===== config.mk =====
export PLATFORM = sky130hd
export DESIGN_NAME = tile_req
export DESIGN_NICKNAME = d
export VERILOG_FILES = /design/src/rtl/tile_req.sv
export SDC_FILE = /design/constraint.sdc
export NUM_CORES = 1
export LEC_CHECK = 0
export CAP_MARGIN = 20
export CORE_MARGIN = 2
export CORE_UTILIZATION = 29
export CTS_CLUSTER_SIZE = 24
export DETAILED_ROUTE_END_ITERATION = 10
export PLACE_DENSITY = 0.67
export SYNTH_ARGS = -nofsm -noshare
export SYNTH_HDL_FRONTEND = slang
export SYNTH_SLANG_ARGS = --single-unit

===== constraint.sdc =====
create_clock -name clock -period 2.35 [get_ports clock]
set_input_delay 0.235 -clock clock [delete_from_list [all_inputs] [get_ports clock]]
set_output_delay 0.235 -clock clock [all_outputs]
set_load 0.01 [all_outputs]

===== src/rtl/tile_req.sv =====
// tile_req: per-tile candidate search against a shared row bias bus.
// Walks a one-hot pool index upward, requests the bus value for each index,
// commits the first value that is nonzero and not claimed by a peer tile, and
// supports backtracking to resume the walk past the committed index.
// Optional feature macro: TILE_REQ_TRIES_EN adds the 'tries' evaluation counter.

`ifndef GRID_LEN
`define GRID_LEN 9
`endif

module tile_req #(
  parameter int unsigned w = `GRID_LEN
) (
  input  logic                   clock,
  input  logic                   reset,
  input  logic                   start,
  input  logic                   backtrack,
  input  logic [w-1:0]           occupied,
  output logic                   update,
  output logic [w-1:0]           rqindex,
  input  logic [w-1:0]           busvalue,
  output logic [w-1:0]           value,
  output logic                   done,
  output logic                   fail
`ifdef TILE_REQ_TRIES_EN
  ,
  output logic [$clog2(w+1)-1:0] tries
`endif
);

  localparam logic [1:0] StIdle  = 2'd0;
  localparam logic [1:0] StReq   = 2'd1;
  localparam logic [1:0] StCheck = 2'd2;
  localparam logic [1:0] StHold  = 2'd3;

  logic [1:0]   state_q, state_d;
  logic [w-1:0] rqindex_q, rqindex_d;
  logic [w-1:0] value_q, value_d;
  logic         accept;
  logic         last;

  // Candidate is usable only if the bus returned something and no peer owns it.
  assign accept = (busvalue != '0) && ((busvalue & occupied) == '0);
  assign last   = rqindex_q[w-1];

  // Next-state, pool index and committed value; strobes decoded from the state.
  always_comb begin
    state_d   = state_q;
    rqindex_d = rqindex_q;
    value_d   = value_q;
    update    = 1'b0;
    done      = 1'b0;
    fail      = 1'b0;
    case (state_q)
      StIdle: begin
        // start has priority; backtrack is meaningless here
        if (start) begin
          rqindex_d = w'(1);
          value_d   = '0;
          state_d   = StReq;
        end
      end
      StReq: begin
        update  = 1'b1;
        state_d = StCheck;
      end
      StCheck: begin
        if (accept) begin
          value_d = busvalue;
          done    = 1'b1;
          state_d = StHold;
        end else if (last) begin
          rqindex_d = '0;
          value_d   = '0;
          fail      = 1'b1;
          state_d   = StIdle;
        end else begin
          rqindex_d = rqindex_q << 1;
          state_d   = StReq;
        end
      end
      StHold: begin
        // occupied is deliberately not looked at: a commit is never revoked
        if (backtrack) begin
          value_d = '0;
          if (last) begin
            rqindex_d = '0;
            fail      = 1'b1;
            state_d   = StIdle;
          end else begin
            rqindex_d = rqindex_q << 1;
            state_d   = StReq;
          end
        end
      end
      default: state_d = StIdle;
    endcase
  end

  // State registers with synchronous active-low reset.
  always_ff @(posedge clock) begin
    if (!reset) begin
      state_q   <= StIdle;
      rqindex_q <= '0;
      value_q   <= '0;
    end else begin
      state_q   <= state_d;
      rqindex_q <= rqindex_d;
      value_q   <= value_d;
    end
  end

  assign rqindex = rqindex_q;
  assign value   = value_q;

`ifdef TILE_REQ_TRIES_EN
  localparam int unsigned TW = $clog2(w + 1);

  logic [TW-1:0] tries_q, tries_d;

  // Count CHECK evaluations since the last start, saturating at w.
  always_comb begin
    tries_d = tries_q;
    if (state_q == StIdle && start) begin
      tries_d = '0;
    end else if (state_q == StCheck && tries_q < TW'(w)) begin
      tries_d = tries_q + TW'(1);
    end
  end

  // Evaluation counter register.
  always_ff @(posedge clock) begin
    if (!reset) begin
      tries_q <= '0;
    end else begin
      tries_q <= tries_d;
    end
  end

  assign tries = tries_q;
`endif

endmodule


Word-level counts from Yosys, hierarchy flattened. Cells that the tools add are included. Widths: inputs -> output; s select.

Register bits after elaboration: 20. Logic and storage cells: 41.

Reductions and logical operators: 8. Bitwise operators: 1. Multiplexer cells: 22. Eq/ne operators: 7.

Operators by type and width (number): $mux 9 (8); $pmux 9 s3 (2); $and 9x9->9 (1); $logic_not 9->1 (1); $reduce_bool 9->1 (1); $pmux 2 s4 (1); $reduce_and 4->1 (2); $mux 1 (7); $mux 2 (3); $ne 2x2->1 const B (3); $eq 2x2->1 const B (2); $ne 3x3->1 const B (1); $reduce_bool 3->1 (1); $eq 2x1->1 const B (1); $logic_not 2->1 (1); $pmux 1 s2 (1); $reduce_and 2->1 (1); $logic_and 1x1->1 (1).

Longest topological paths before layout. Gate-level depths: netlist of run 1.

Depth after elaboration: 5. Depth in mapped cells: 7. Depth with buffers taken out: 6.

Worst setup path before layout of run 1. Ideal clock, no wire load.

Path kind: register to register. Start: register state_q[0]. End: register rqindex_q[0] (netlist: rqindex[0]). Arrival: 1466 ps. Cell stages (with the launch flop): 8. Buffers on the path: 1. Setup slack: 765 ps. Clock period less this slack: 1585 ps. Cell sequence: dfxtp_1 -> ha_1 -> nor2b_1 -> a21oi_1 -> o21ai_0 -> or2_1 -> buf_6 -> mux2i_1.

Longest elaborated chain between the ends: 3. Elaborated cells between the ends (all ways): 9. Those cells by class: 5 x eq/ne; 1 x mux; 3 x reduce/logical.

RTL lines: start: declaration (RTL line 36) `logic [1:0] state_q, state_d;`; start signal: assignment (RTL line 103) `state_q <= StIdle;`; start signal: assignment (RTL line 107) `state_q <= state_d;`; $eq 2x2->1 / $logic_not 2->1 (equally long branches) (RTL line 54) `case (state_q)`; $ne 2x2->1 (no source line) / $reduce_bool 3->1 (equally long branches); $reduce_and 4->1 (no source line); end signal: assignment (RTL line 108) `rqindex_q <= rqindex_d;`; end: declaration (RTL line 37) `logic [w-1:0] rqindex_q, rqindex_d;`.

Parallel ways exist; a longest one is shown, timed or not. A chain may end at the register's enable or synchronous reset.

Worst setup path after layout of run 1.
Start: input busvalue[4]. End: output fail.

Longest elaborated chain between the ends: 5. Elaborated cells between the ends (all ways): 6. Those cells by class: 2 x mux; 1 x bitwise; 3 x reduce/logical.

RTL lines: start: declaration (RTL line 21) `input logic [w-1:0] busvalue,`; $and 9x9->9 (RTL line 43) `assign accept = (busvalue != '0) && ((busvalue & occupied) == '0);`; $logic_not 9->1 (RTL line 43); $logic_and 1x1->1 (*) (RTL line 43); $mux 1 (*) (RTL line 68) `if (accept) begin`; $pmux 1 s2 (*) (RTL line 54); end: declaration (RTL line 24) `output logic fail`.

Mark *: on every way between the ends. The rest lies on a longest branch, timed or not.

==> flow_metrics.py, run 1 <==
metrics = {
    "place": {
        "hpwl_um": 1900,
        "gp_congestion": 0.739,
        "pre_cts_ws_ns": 0.0565,
        "port_buffers": 42,
        "dpl_cell_area_mm2": 0.00148,
        "numPlacedInstances": 202,
    },
    "routing": {
        "viasPerCell": 4.76,
        "wl_um": 2500,
        "drt-initial-drc-count": 57,
        "wl_per_cell_um": 12.2,
        "drtPass1Iterations": 4,
        "drc": 0,
        "vias": 975,
        "postRouteAntennaNets": 0,
    },
    "cts": {
        "cts_resized": 0,
        "clock_path_buffers": 2,
        "tritoncts": "done",
        "cts-htree-levels": 1,
        "cts_setup_buffers": 0,
        "cts_root_buffer": "clkbuf_4",
        "cts_hold_buf": 0,
        "clk_pin_slew_ns": 0.11,
        "clkLatencyLatePin_ns": 0.30,
        "numCtsBuffers": 3,
        "clock-sinks": 20,
    },
    "logic_synthesis": {
        "ys_types": 23,
        "ys_ff_latch": 20,
        "synth.area.top_cells": "dfxtp_1, mux2i_1, nand3_1",
        "synth_top_area_cell": "dfxtp_1",
        "synth_top_area_share_pct": 39.6,
        "syn_inst": 117,
        "avgSynthCellArea_um2": 8.64,
        "syn_area_mm2": 0.00101,
        "syn-num-nets": 143,
        "yosys_warnings": 0,
        "seq_area_frac_synth_pct": 39.6,
    },
    "cells_and_area": {
        "layout.cells.non_filler": 205,
        "final_cell_area_mm2": 0.00150,
        "layout-drive-gt1-share_pct": 5.66,
        "nets": 187,
        "n_fill_cell": 326,
        "areaGrowthSynthToFinish_pct": 48.4,
        "final_common_cell": "clkdlybuf4s50_1",
        "final_cell_mix": "clkdlybuf4s50_1, nand2_1, dfxtp_1",
        "antenna_cells": 0,
    },
    "worst_setup_path": {
        "crit_type": "in -> out",
        "cp_max_fo": 3,
        "arrival_ns": 2.07,
        "critical_path_required_ns": 2.12,
        "start_kind": "input pin",
        "cp-end-kind": "primary output",
    },
    "outcome": {
        "status": "finished clean",
    },
    "worst_hold_path": {
        "min_path_type": "reg -> reg",
    },
    "grt": {
        "grt_start_max_net_pins": 39,
        "grt_usage_pct": 12.9,
        "grt_antenna_before_repair": 0,
        "grt_pass1_wl_um": 4040,
        "grt.overflow.total": 0,
        "grt_pass1_vias": 921,
    },
    "pwr": {
        "vdd.ir_drop.worst_v": 0.000243,
        "cellLeakagePower_nw": 0.566,
        "p_per_area_mw_per_mm2": 704,
    },
    "sta": {
        "fmax_mhz": 434,
        "setup_ws_ns": 0.0466,
        "maxSlewViolCount": 0,
        "grt_setup_unrepaired": "no",
        "worstMarginPinSlew_ns": 0.572,
        "setup-violations-final": 0,
        "hold_violations": 0,
        "fin_crit_sh_pct": 98.0,
        "fin_crit_ns": 2.30,
        "setup_tns_ns": 0,
        "slew_headroom_pct": 61.7,
        "whs_ns": 0.463,
        "clock-skew-final_ns": 0.00181,
    },
    "floorplanning": {
        "fp.dieH_um": 63.0,
        "design.core.area_mm2": 0.00334,
        "floorplan.initialDensity_pct": 30.3,
        "die_area_mm2": 0.00397,
        "rows": 21,
        "ioPinCount": 43,
        "dieWidth_um": 63.0,
    },
    "run": {
        "max_cap_viol_count": 0,
    },
}
where the power goes:
part           switching, mW  leakage [nW]  total (mW)  internal, mW
clock                  0.104        0.0138       0.164        0.0599
combinational          0.256         0.390       0.503         0.247
sequential            0.0250         0.162       0.389         0.364
layer usage:
layer	GRT usage, %	vias up	part of all wire (%)
li1	-	495	-
met1	14.2	455	43
met2	23.0	20	50
met3	1.80	5	4.3
met4	8.33	0	2.5
met5	0	-	0
final cells by class:
class | instances | area [µm²] | area share, %
tap | 46 | 57.6 | 3.84
timing repair buffer | 46 | 450 | 30.0
clock buffer | 3 | 22.5 | 1.50
inverter | 5 | 18.8 | 1.25
sequential | 20 | 400 | 26.7
multi-input combinational | 85 | 551 | 36.7
cells in the mapped netlist, drive strengths merged:
library cell / number
a21oi: 2
a222oi: 1
a22oi: 4
a31oi: 1
and3: 1
and4: 1
buf: 3
clkbuf: 4
dfxtp: 20
ha: 4
inv: 5
mux2i: 18
nand2: 20
nand3: 19
nor2: 6
nor2b: 1
nor3: 1
nor3b: 1
nor4: 2
o21ai: 2
or2: 1
worst paths after layout:
path	from	endpoint	slack, ns	cells after the start
worst max-delay path	busvalue[4]	fail	0.05	7
worst min-delay path	value[3]	value[3]	0.46	2
worst max register to register	state_q[0]	rqindex[7]	0.45	6
worst min register to register	value[3]	value[3]	0.46	2
registers in the layout, indices dropped and copies added (netlist names):
register,cells
state_q,2
value,9
rqindex,9
through the flow:
| step | power [mW] | utilization, % |
|---|---|---|
| global route | 1.14 | 45.0 |
| detailed placement | 0.904 | 44.3 |
| global placement | 0.896 | 44.3 |
| finish | 1.06 | 45.0 |
| CTS | 1.07 | 45.0 |
| floorplan | 0.791 | - |
critical path: stages:
cell,delay [ns]
clkdlybuf4s50_1,0.46
a222oi_1,0.32
and3_1,0.22
nand3_1,0.10
a22oi_1,0.18
nor2_1,0.07
clkdlybuf4s50_1,0.48
kinds of logic after synthesis:
group	Yosys count	synth area share, %
compound gates	10	6.56
simple gates	53	25.1
buf+inv	12	5.94
mux	18	17.8
flops	20	39.6
fa+ha+maj	4	4.95
No activity file was read; power rests on OpenSTA's default activity.
==> run 2: changes to the inputs <==
Settings changed: CAP_MARGIN 20 to not set.
==> results of run 2 <==
Same layout as run 1: the final DEF is identical, and so are final timing and power.
==> run 3: changes to the inputs <==
==> constraint.sdc (replaced) <==
create_clock -name clock -period 2.35 [get_ports clock]
set_input_delay 0.705 -clock clock [delete_from_list [all_inputs] [get_ports clock]]
set_output_delay 0.705 -clock clock [all_outputs]
set_load 0.01 [all_outputs]
==> run 3 against run 2 <==
  * The run now ends with negative setup slack left
  * Maximum frequency decreased by 5.9%
  * Non-clock buffer count grew 13
  * Cell area rose by 9.6%
  * Worst setup slack worse by 0.14 ns
  * First-iteration DRC count grew 11%
  * Critical path type unchanged
  * Critical endpoint unchanged
==> flow_metrics.py, run 3 (synthesis results as in run 1) <==
metrics = {
    "outcome": {
        "status": "complete, but fails checks",
        "violations": "negative setup slack",
    },
    "cells_and_area": {
        "antenna_cells": 0,
        "final_common_cell": "clkdlybuf4s50_1",
        "final_cell_mix": "clkdlybuf4s50_1, nand2_1, dfxtp_1",
        "areaGrowthSynthToFinish_pct": 62.6,
        "n_fill_cell": 327,
        "nets": 200,
        "layout-drive-gt1-share_pct": 22.0,
    },
    "floorplanning": {
        "die_area_mm2": 0.00397,
        "rows": 21,
        "fp.dieH_um": 63.0,
        "ioPinCount": 43,
        "dieWidth_um": 63.0,
        "floorplan.initialDensity_pct": 30.3,
        "design.core.area_mm2": 0.00334,
    },
    "worst_setup_path": {
        "critical_path_required_ns": 1.64,
        "arrival_ns": 1.74,
        "cp-end-kind": "primary output",
        "start_kind": "input pin",
        "cp_max_fo": 2,
        "crit_type": "in -> out",
    },
    "sta": {
        "fin_crit_sh_pct": 104,
        "setup_ws_ns": -0.0982,
        "worstMarginPinSlew_ns": 0.557,
        "grt_setup_unrepaired": "yes",
        "clock-skew-final_ns": 0.000808,
        "fin_crit_ns": 2.45,
        "setup-violations-final": 10,
        "hold_violations": 0,
        "whs_ns": 0.464,
        "slew_headroom_pct": 62.7,
        "maxSlewViolCount": 0,
        "fmax_mhz": 408,
        "setup_tns_ns": -0.350,
    },
    "routing": {
        "drtPass1Iterations": 4,
        "viasPerCell": 4.55,
        "postRouteAntennaNets": 0,
        "wl_per_cell_um": 12.2,
        "wl_um": 2680,
        "drc": 0,
        "drt-initial-drc-count": 63,
        "vias": 997,
    },
    "place": {
        "hpwl_um": 1960,
        "gp_congestion": 0.738,
        "pre_cts_ws_ns": -0.845,
        "port_buffers": 42,
    },
    "worst_hold_path": {
        "min_path_type": "reg -> reg",
    },
    "pwr": {
        "vdd.ir_drop.worst_v": 0.000397,
        "cellLeakagePower_nw": 0.669,
        "p_per_area_mw_per_mm2": 762,
    },
    "run": {
        "max_cap_viol_count": 0,
    },
    "grt": {
        "grt.overflow.total": 0,
        "grt_pass1_wl_um": 4330,
        "grt_pass1_vias": 988,
        "grt_start_max_net_pins": 39,
        "grt_antenna_before_repair": 0,
        "grt_usage_pct": 13.6,
    },
    "cts": {
        "numCtsBuffers": 3,
        "clk_pin_slew_ns": 0.12,
        "clock-sinks": 20,
        "clock_path_buffers": 2,
        "cts_root_buffer": "clkbuf_4",
        "cts_hold_buf": 0,
        "cts-htree-levels": 1,
        "tritoncts": "done",
        "clkLatencyLatePin_ns": 0.31,
    },
}
run 3: changes by cell type in the layout (fill, tap and decap cells not counted), sizes merged:
| cell | previous run | this run |
|---|---|---|
| dlygate4sd2 | 0 | 6 |
| clkdlybuf4s15 | 0 | 5 |
| bufinv | 0 | 1 |
| clkbuf | 3 | 5 |
| buf | 4 | 24 |
| clkdlybuf4s50 | 42 | 22 |
run 3: worst paths after layout:
check | start | to | slack, ns | cells past startpoint
max reg2reg | state_q[0] | rqindex[7] | 0.42 | 6
min reg2reg | value[4] | value[4] | 0.46 | 2
max | busvalue[4] | fail | -0.1 | 7
min | value[4] | value[4] | 0.46 | 2
run 3: area by class of cell:
type                       count  area [µm²]  area share [%]
sequential                    20         400            24.4
clock buffer                   3        22.5            1.37
timing repair buffer          59         529            32.2
inverter                       5        18.8            1.14
clock inverter                 1        30.0            1.83
tap                           46        57.6            3.50
multi-input combinational     85         586            35.6
run 3: power by group:
| group | internal [mW] | total [mW] | switching, mW | leakage (nW) |
|---|---|---|---|---|
| Clock | 0.172 | 0.285 | 0.112 | 0.0279 |
| Sequential | 0.364 | 0.389 | 0.0247 | 0.162 |
| Combinational | 0.294 | 0.580 | 0.286 | 0.479 |
| Total | 0.830 | 1.25 | 0.423 | 0.669 |
run 3: worst max-delay path, cell delays in order:
cell	delay, ns
buf_6	0.09
a222oi_1	0.29
and3_1	0.23
nand3_2	0.10
a22oi_2	0.13
nor2_1	0.07
buf_2	0.14
run 3: metal layers:
metal | vias up | track usage, % | share of wire [%]
met5 | - | 0 | 0
met1 | 447 | 14.9 | 40
met4 | 0 | 6.67 | 1.7
met3 | 6 | 1.44 | 3.5
li1 | 517 | - | -
met2 | 27 | 25.5 | 54
run 3: per-stage QoR:
| step | power (mW) | cell area (µm²) | cells | utilization, % |
|---|---|---|---|---|
| finish | 1.25 | 1640 | 219 | 49.3 |
| global route | 1.32 | 1640 | 219 | 49.3 |
| CTS | 1.25 | 1630 | 219 | 48.7 |
| detailed placement | 0.943 | 1540 | 210 | 46.1 |
| global placement | 0.930 | 1540 | 210 | 46.1 |
| floorplan | 0.791 | 1010 | 117 | - |
run 3: what timing repair did:
action | CTS | global route
pin swaps | 10 | 7
gates resized for setup | 54 | 7
buffers inserted | 5 | 0
endpoints found under the setup margin | 11 | 11
